===== src/rtl/branch_resolver.sv =====
// -----------------------------------------------------------------------------
// branch_resolver
// Holds every fetch-stage prediction record in a circular queue until the
// instruction resolves in EX. The head record is then compared with the
// resolved outcome. A mismatch produces a one-cycle flush that carries the
// corrected fetch PC. Every resolved instruction produces one registered
// training beat for the predictor.
//
// Ports
//   clk, rst_n        clock, asynchronous active-low reset
//   if_valid          fetch pushes {if_pc, if_je, if_jdest}
//   push_ready        queue not full (registered, occupancy after the edge)
//   ex_valid          EX retires one instruction and pops the head record
//   ex_is_jmp         retiring instruction is a branch/jump
//   ex_taken          resolved direction
//   ex_dest           resolved target
//   upd_*             registered training beat (upd_is_jmp is the strobe)
//   flush, flush_pc   one-cycle mispredict redirect
//   stat_branches     saturating count of resolved branches
//   stat_mispred      saturating count of mispredicts
//   err_underflow     sticky, set by a pop on an empty queue
// -----------------------------------------------------------------------------
module branch_resolver #(
  parameter int unsigned DEPTH  = 4,
  parameter int unsigned ADDR_W = 32
) (
  input  logic              clk,
  input  logic              rst_n,
  input  logic              if_valid,
  input  logic [ADDR_W-1:0] if_pc,
  input  logic              if_je,
  input  logic [ADDR_W-1:0] if_jdest,
  output logic              push_ready,
  input  logic              ex_valid,
  input  logic              ex_is_jmp,
  input  logic              ex_taken,
  input  logic [ADDR_W-1:0] ex_dest,
  output logic [ADDR_W-1:0] upd_pc,
  output logic              upd_is_jmp,
  output logic [ADDR_W-1:0] upd_dest,
  output logic              upd_res,
  output logic              flush,
  output logic [ADDR_W-1:0] flush_pc,
  output logic [31:0]       stat_branches,
  output logic [31:0]       stat_mispred,
  output logic              err_underflow
);

  localparam int unsigned PTR_W  = (DEPTH > 1) ? $clog2(DEPTH) : 1;
  localparam int unsigned CNT_W  = PTR_W + 1;
  localparam int unsigned STAT_W = 32;

  // Prediction record storage (contents need no reset)
  logic [ADDR_W-1:0] pc_mem    [DEPTH];
  logic [ADDR_W-1:0] jdest_mem [DEPTH];
  logic [DEPTH-1:0]  je_mem;

  // Queue state
  logic [PTR_W-1:0]  wr_ptr_q, wr_ptr_d;
  logic [PTR_W-1:0]  rd_ptr_q, rd_ptr_d;
  logic [CNT_W-1:0]  count_q,  count_d;
  logic              push_ready_q, push_ready_d;

  // Registered outputs
  logic [ADDR_W-1:0] upd_pc_q,     upd_pc_d;
  logic              upd_is_jmp_q, upd_is_jmp_d;
  logic [ADDR_W-1:0] upd_dest_q,   upd_dest_d;
  logic              upd_res_q,    upd_res_d;
  logic              flush_q,      flush_d;
  logic [ADDR_W-1:0] flush_pc_q,   flush_pc_d;
  logic [STAT_W-1:0] stat_br_q,    stat_br_d;
  logic [STAT_W-1:0] stat_mp_q,    stat_mp_d;
  logic              err_q,        err_d;

  // Decode signals
  logic [ADDR_W-1:0] head_pc;
  logic [ADDR_W-1:0] head_jdest;
  logic              head_je;
  logic              q_empty;
  logic              q_full;
  logic              pop_ok;
  logic              pop_empty;
  logic              act_taken;
  logic              mispred;
  logic              push_ok;

  // Head record and pop/push qualification
  always_comb begin
    head_pc    = pc_mem[rd_ptr_q];
    head_jdest = jdest_mem[rd_ptr_q];
    head_je    = je_mem[rd_ptr_q];
    q_empty    = (count_q == '0);
    q_full     = (count_q == CNT_W'(DEPTH));
    pop_ok     = ex_valid && !q_empty;
    pop_empty  = ex_valid && q_empty;
    act_taken  = ex_is_jmp && ex_taken;
    // A wrong direction, or a taken branch to the wrong target, is a mispredict.
    // A set je bit on a non-jump also mismatches here because T is 0.
    mispred    = pop_ok &&
                 ((head_je != act_taken) ||
                  (act_taken && head_je && (head_jdest != ex_dest)));
    // Wrong-path fetch in the mispredict cycle is discarded.
    // Full is judged before the pop, so a pop on a full queue does not admit a push.
    push_ok    = if_valid && !q_full && !mispred;
  end

  // Next-state logic
  always_comb begin
    wr_ptr_d     = wr_ptr_q;
    rd_ptr_d     = rd_ptr_q;
    count_d      = count_q;
    upd_pc_d     = upd_pc_q;
    upd_is_jmp_d = 1'b0;
    upd_dest_d   = upd_dest_q;
    upd_res_d    = upd_res_q;
    flush_d      = 1'b0;
    flush_pc_d   = flush_pc_q;
    stat_br_d    = stat_br_q;
    stat_mp_d    = stat_mp_q;
    err_d        = err_q | pop_empty;

    if (mispred) begin
      wr_ptr_d = '0;
      rd_ptr_d = '0;
      count_d  = '0;
    end else begin
      if (push_ok) wr_ptr_d = wr_ptr_q + PTR_W'(1);
      if (pop_ok)  rd_ptr_d = rd_ptr_q + PTR_W'(1);
      count_d = count_q + CNT_W'(push_ok) - CNT_W'(pop_ok);
    end

    if (pop_ok) begin
      upd_pc_d     = head_pc;
      upd_is_jmp_d = ex_is_jmp;
      upd_dest_d   = ex_dest;
      upd_res_d    = act_taken;
      if (ex_is_jmp && (stat_br_q != '1)) stat_br_d = stat_br_q + STAT_W'(1);
    end

    if (mispred) begin
      flush_d    = 1'b1;
      flush_pc_d = act_taken ? ex_dest : head_pc + ADDR_W'(4);
      if (stat_mp_q != '1) stat_mp_d = stat_mp_q + STAT_W'(1);
    end

    push_ready_d = (count_d != CNT_W'(DEPTH));
  end

  // State registers
  always_ff @(posedge clk or negedge rst_n) begin
    if (!rst_n) begin
      wr_ptr_q     <= '0;
      rd_ptr_q     <= '0;
      count_q      <= '0;
      push_ready_q <= 1'b1;
      upd_pc_q     <= '0;
      upd_is_jmp_q <= 1'b0;
      upd_dest_q   <= '0;
      upd_res_q    <= 1'b0;
      flush_q      <= 1'b0;
      flush_pc_q   <= '0;
      stat_br_q    <= '0;
      stat_mp_q    <= '0;
      err_q        <= 1'b0;
    end else begin
      wr_ptr_q     <= wr_ptr_d;
      rd_ptr_q     <= rd_ptr_d;
      count_q      <= count_d;
      push_ready_q <= push_ready_d;
      upd_pc_q     <= upd_pc_d;
      upd_is_jmp_q <= upd_is_jmp_d;
      upd_dest_q   <= upd_dest_d;
      upd_res_q    <= upd_res_d;
      flush_q      <= flush_d;
      flush_pc_q   <= flush_pc_d;
      stat_br_q    <= stat_br_d;
      stat_mp_q    <= stat_mp_d;
      err_q        <= err_d;
    end
  end

  // Record storage write
  always_ff @(posedge clk) begin
    if (push_ok) begin
      pc_mem[wr_ptr_q]    <= if_pc;
      jdest_mem[wr_ptr_q] <= if_jdest;
      je_mem[wr_ptr_q]    <= if_je;
    end
  end

  assign push_ready    = push_ready_q;
  assign upd_pc        = upd_pc_q;
  assign upd_is_jmp    = upd_is_jmp_q;
  assign upd_dest      = upd_dest_q;
  assign upd_res       = upd_res_q;
  assign flush         = flush_q;
  assign flush_pc      = flush_pc_q;
  assign stat_branches = stat_br_q;
  assign stat_mispred  = stat_mp_q;
  assign err_underflow = err_q;

endmodule


===== config.mk =====
export PLATFORM = sky130hd
export DESIGN_NAME = branch_resolver
export DESIGN_NICKNAME = d
export VERILOG_FILES = /design/src/rtl/branch_resolver.sv
export SDC_FILE = /design/constraint.sdc
export NUM_CORES = 1
export LEC_CHECK = 0
export BUFFER_PORTS_ARGS = -buffer_cell sky130_fd_sc_hd__buf_2
export CAP_MARGIN = 25
export CORE_ASPECT_RATIO = 0.75
export CORE_MARGIN = 3
export CORE_UTILIZATION = 40
export DETAILED_ROUTE_END_ITERATION = 16
export GPL_TIMING_DRIVEN = 0
export HOLD_SLACK_MARGIN = 0.15
export SYNTH_ARGS = -nofsm -noshare
export SYNTH_HDL_FRONTEND = slang
export SYNTH_SLANG_ARGS = --single-unit

===== constraint.sdc =====
create_clock -name clk -period 6.1 [get_ports clk]
set_clock_uncertainty 0.15 [all_clocks]
set_input_delay 0.61 -clock clk [delete_from_list [all_inputs] [get_ports clk]]
set_output_delay 0.61 -clock clk [all_outputs]
set_load 0.005 [all_outputs]

==> Word-level counts from Yosys, hierarchy flattened <==
Memory sizes are Yosys's and may differ from the RTL's.
Cells that the tools add are included.
{ "classes": {"order_cmp": 3, "n_addsub": 7, "muxes": 15, "eq_ne": 6, "bitwise": 1, "n_reduce_logical": 19} }
{ "ops": {"columns": ["op", "n"], "rows": [
  ["adder 32 x 1 -> 32 bit, second input constant", 2],
  ["inequality test 32 bit, second input constant", 2],
  ["adder 32 x 3 -> 32 bit, second input constant", 1],
  ["two-way mux 32 bit", 1],
  ["inequality test 32 bit", 1],
  ["logical AND 1 bit", 10],
  ["two-way mux 2 bit", 4],
  ["less-than comparator 2 x 3 -> 1 bit, second input constant", 2],
  ["two-way mux 1 bit", 6],
  ["adder 2 x 1 -> 2 bit, second input constant", 2],
  ["bitwise mux 4 bit", 1],
  ["AND reduction 2 bit", 2],
  ["nonzero test 2 bit", 2],
  ["adder 3 x 1 -> 3 bit", 1],
  ["equality test 3 bit, second input constant", 1],
  ["logical NOT 1 bit", 3],
  ["logical NOT 3 bit", 1],
  ["two-way mux 3 bit", 1],
  ["inequality test 3 bit, second input constant", 1],
  ["subtractor 3 x 1 -> 3 bit", 1],
  ["binary-select mux 1 bit (select 2 bit)", 1],
  ["demux 1 bit (select 2 bit)", 1],
  [">= comparator 2 x 1 -> 1 bit, second input constant", 1],
  ["logical OR 1 bit", 1],
  ["2 further kinds", 2]
]} }
{ "word_totals": {"input_bits": 103, "register_bits": 176, "out_inout_bits": 165, "ramBits": 256, "memories": 2, "wordCells": 67} }
{ "mem_list": {"columns": ["memory", "words", "word_bits", "read_ports", "rd_ports_with_merged_regs", "write_ports", "line", "rtl"], "rows": [
  ["jdest_mem", 4, 32, 1, 0, 1, "55", "logic [ADDR_W-1:0] jdest_mem [DEPTH];"],
  ["pc_mem", 4, 32, 1, 0, 1, "54", "logic [ADDR_W-1:0] pc_mem [DEPTH];"]
]} }

==> Logic depth before layout (Yosys ltp) <==
{ "depth": {"ltp_word": 12, "mapped_depth": 20, "mapped_depth_nobuf": 15} }

==> Worst setup path before layout <==
No wires, ideal clock.
{ "synth_timing": {"kind": "reg-to-reg", "start": "register rd_ptr_q[0]", "end": "memory jdest_mem[0][0], enable pin", "path_buffers": 7, "setup_time_ns": 0.430, "t_required_ns": 5.520, "arrival_time_ns": 4.569, "setup_slack_ns": 0.951, "synth_period_minus_slack_ns": 5.149, "path_stages_with_launch": 12, "cell_sequence": "dfrtp_1 -> buf_6 -> buf_6 -> buf_6 -> buf_2 -> clkbuf_1 -> mux4_2 -> ha_1 -> o21ai_4 -> buf_2 -> buf_2 -> and3_1"} }
{ "synth_between": {"elab_chain_cells": 10, "elab_cells_between_ends": 13, "classes_between": "eq/ne: 2; mux: 4; reduce/logical: 6; memory: 1"} }
{ "synth_rtl": {"columns": ["item", "line", "rtl"], "rows": [
  ["start: declaration", "60", "logic [PTR_W-1:0] rd_ptr_q, rd_ptr_d;"],
  ["start signal: assignment", "167", "rd_ptr_q <= rd_ptr_d;"],
  ["branches (longest 4 deep; another with memory read (4 x 32 bit))", null, null],
  ["logical OR 1 bit *", "100", "((head_je != act_taken) ||"],
  ["logical AND 1 bit *", "99", "mispred = pop_ok &&"],
  ["logical NOT 1 bit *", "104", "push_ok = if_valid && !q_full && !mispred;"],
  ["logical AND 1 bit *", "104", null],
  ["two-way mux 1 bit *", "184", "if (push_ok) begin"],
  ["two-way mux 1 bit (implied by the code) *", "186", "jdest_mem[wr_ptr_q] <= if_jdest;"],
  ["end: declaration", "55", null]
]} }
Every way passes the cells marked *. The select of a mux whose other input is x is not followed.

==> Worst setup path after layout <==
{ "layout_timing": {"start": "register rd_ptr_q[1]", "end": "register push_ready_q (netlist: push_ready)"} }
{ "layout_between": {"elab_chain_cells": 12, "elab_cells_between_ends": 15, "classes_between": "add/sub: 2; eq/ne: 3; mux: 3; reduce/logical: 6; memory: 1"} }
{ "layout_rtl": {"columns": ["item", "line", "rtl"], "rows": [
  ["branches (longest 4 deep; another with memory read (4 x 32 bit))", null, null],
  ["logical OR 1 bit *", "100", null],
  ["logical AND 1 bit *", "99", null],
  ["logical NOT 1 bit", "104", null],
  ["logical AND 1 bit", "104", null],
  ["adder 3 x 1 -> 3 bit", "129", "count_d = count_q + CNT_W'(push_ok) - CNT_W'(pop_ok);"],
  ["subtractor 3 x 1 -> 3 bit", "129", null],
  ["two-way mux 3 bit *", "122", "if (mispred) begin"],
  ["inequality test 3 bit *", "146", "push_ready_d = (count_d != CNT_W'(DEPTH));"],
  ["via push_ready_d", "62", "logic push_ready_q, push_ready_d;"],
  ["end signal: assignment", "169", "push_ready_q <= push_ready_d;"],
  ["end: declaration", "62", null]
]} }
Mark *: on every way through the listed nets, which the timed path passes. The select of a mux whose other input is x is not followed.
A chain may end at the register's enable or synchronous reset.

==> run metrics <==
worst skew pair latency about 0.56 ns; Post-synth ARST share 39.8%; clock-pin slew on the worst setup and hold paths roughly 0.060 ns; syn_area_per_cell 14.6 um2; I/O Buffers 267; maxcap violations 0; GRT busiest layer met2; number of synthesized flops with an enable pin 260; total wire length 49.4 mm; GR Util met1 31.4%; CTS Sinks 432; total number of vias 11600; Vias/cell 5.21; Top Ports around 270; CP endpoint kind flip-flop; leakage slightly above 0.009 uW; Seq/Total Area, Yosys 68.2%; Final period util approximately 93%; Rel. slew slack 44.7%; Synth Cell Area about 18000 um2; Starting DRT DRC Count 817; Adder-Cell Fraction of Synth Area less than 1%; post-synth net total 1330; fin cells ~2200; met2 usage 32.1%; row count 66; Setup TNS 0 ns; flops & latches, synth 432; met3 Track Usage GR 4.03%; antenna diode count 0; Nets 1720; max-slew violations 0; Die X 249 um; GRT Resource Usage Total 21.0%; core area 43600 um2; yosys warns 0; compound-cell area share of the yosys netlist 2.13%; Max Clk Rate 0.177 GHz; die area 47000 um2; Critical Path AT 5.97 ns; RSZ-0062 raised after global routing no; synth unique cells 46; pwr dens 449 nW/um2; largest family of logic cells by synthesized area simple AND/OR/NAND/NOR gates; wire per inst 22.2 um; H-tree lvl count 2; Max IR drop VDD ~0.26 mV; largest net degree at the start of global routing 112; CP Launch Type flip-flop; Crit Path Category reg2reg; share of layout cells above drive strength 1 28.0%; vias in the first global route 11800; detailed placement HPWL 35.4 mm; Area Overhead vs Synth 24.6%; CTS root buf clkbuf_16; crit path max fanout 10; first-pass GRT wire length 74.7 mm; antenna-violating nets left 0; grt ovf 0; placed cell area approximately 20000 um2; status completed; Die Span Y 188 um; most frequent cells in the layout buf_2 (281), edfxtp_1 (260), nand2_1 (238); HP Class in2reg; Tmin final around 5.7 ns; Cells after Synth 1216; Routability Congestion ~0.82; Initial Util between 40% and 50%; number of clock buffers inserted by TritonCTS 44; Post-Synth XOR/XNOR Area 6.02%; mux contribution to synthesized area under 10%; initial antenna violation count 3; Final Hold Viols 0; final setup fails 0; Synth Flop Type edfxtp_1; placed cells 2066; Synth Area in Simple Gates 11.1%; CTS max path bufs 3; TritonCTS clock tree yes; Design Area, Final 22100 um2; drt drc 0; Initial DRT Pass Iterations 8; pin slew with the least headroom to its limit 0.830 ns; WP data required ~6.4 ns; fillcell total 3768; most common cell after layout, fill and taps aside buf_2
cell type report:
| class | count | area [um2] | area share (%) |
|---|---|---|---|
| clock inverter | 10 | 92.6 | 0.419 |
| buffer | 51 | 250 | 1.13 |
| timing repair buffer | 345 | 2210 | 9.99 |
| sequential | 432 | 12100 | 54.8 |
| clock buffer | 72 | 1320 | 5.96 |
| multi-input combinational | 719 | 5370 | 24.3 |
| inverter | 13 | 48.8 | 0.221 |
| tap | 578 | 723 | 3.27 |
path summary, 6_finish.rpt:
check / cells past startpoint / startpoint / to / slack, ns
min in group asynchronous: 2 / rst_n / upd_pc[28]$_DFFE_PN0P_ / 0.46
min reg2reg: 1 / err_underflow$_DFF_PN0_ / err_underflow$_DFF_PN0_ / 0.31
max reg2reg: 19 / rd_ptr_q[1]$_DFFE_PN0P_ / push_ready$_DFF_PN1_ / 0.44
max: 19 / rd_ptr_q[1]$_DFFE_PN0P_ / push_ready$_DFF_PN1_ / 0.44
min: 3 / ex_dest[8] / upd_dest[8]$_DFFE_PN0P_ / 0.18
max in group asynchronous: 3 / rst_n / upd_dest[9]$_DFFE_PN0P_ / 4.40
per-layer routing:
metal,part of all wire (%),routed length [um],vias to the layer above
li1,-,-,5194
met1,46,22600,5910
met2,45,22200,386
met3,7.3,3620,70
met4,1.8,884,6
met5,0.069,34,-
worst max-delay path: stages (launching register included):
cell	delay, ns
dfrtp_1	0.49
buf_2	0.36
buf_2	0.35
mux4_2	0.36
xnor2_1	0.28
nand4_1	0.20
nor4_2	0.45
a21boi_1	0.19
o21ai_4	0.37
buf_2	0.34
buf_2	0.26
nand2_1	0.08
ha_1	0.27
inv_1	0.06
ha_1	0.13
inv_1	0.05
fa_1	0.38
xor2_1	0.17
xnor2_1	0.15
or4b_1	0.48
sequential cells by signal (all words and copies together) (netlist names):
| name | count |
|---|---|
| flush_pc | 32 |
| je_mem | 4 |
| pc_mem | 128 |
| upd_is_jmp | 1 |
| stat_branches | 32 |
| push_ready | 1 |
| err_underflow | 1 |
| rd_ptr_q | 2 |
| stat_mispred | 32 |
| count_q | 3 |
| upd_pc | 32 |
| wr_ptr_q | 2 |
| jdest_mem | 128 |
| flush | 1 |
| upd_dest | 32 |
| upd_res | 1 |
cell usage after synthesis (12+ instances only):
cell	n	area (um2)
edfxtp_1	260	7810
nand2_1	238	893
dfrtp_1	171	4280
xnor2_1	68	596
mux4_2	64	1440
xor2_1	54	473
nor2_1	53	199
nand3_1	38	190
clkbuf_1	27	101
mux2_2	24	270
and3_1	22	138
nand4_1	19	119
a21oi_1	16	80.1
nor3_1	16	80.1
buf_2	15	75.1
a211oi_1	14	105
a21o_1	14	105
inv_1	12	45.0
power breakdown:
part | switching, uW | internal [uW]
registers | 330 | 3820
logic | 1790 | 1350
clock network | 1110 | 1520
total | 3230 | 6690
timing repair:
item                                    in CTS  in global routing
resized for setup                            0                  3
endpoints found under the hold margin      325                  0
endpoints found under the setup margin       0                  1
buffers inserted                             0                  0
hold buffers                                71                  0
logic make-up after synthesis:
group / count (synthesis)
fa+ha+maj: 11
flops: 432
compound gates: 57
xor+xnor: 122
simple gates: 435
mux: 94
buf+inv: 65
per-stage QoR:
step                      worst slack (ns)  utilization (%)  power [uW]  hold slack [ns]
after global placement               -1.48             45.5        7270            0.290
after floorplan                      0.951                -        6000            0.164
after detailed placement             0.128             45.8        7350            0.298
final                                0.439             50.7        9930            0.180
after CTS                           0.0717             50.7       10000            0.153
after global routing                 0.108             50.7       10500            0.177
No activity file was read; power rests on OpenSTA's default activity.
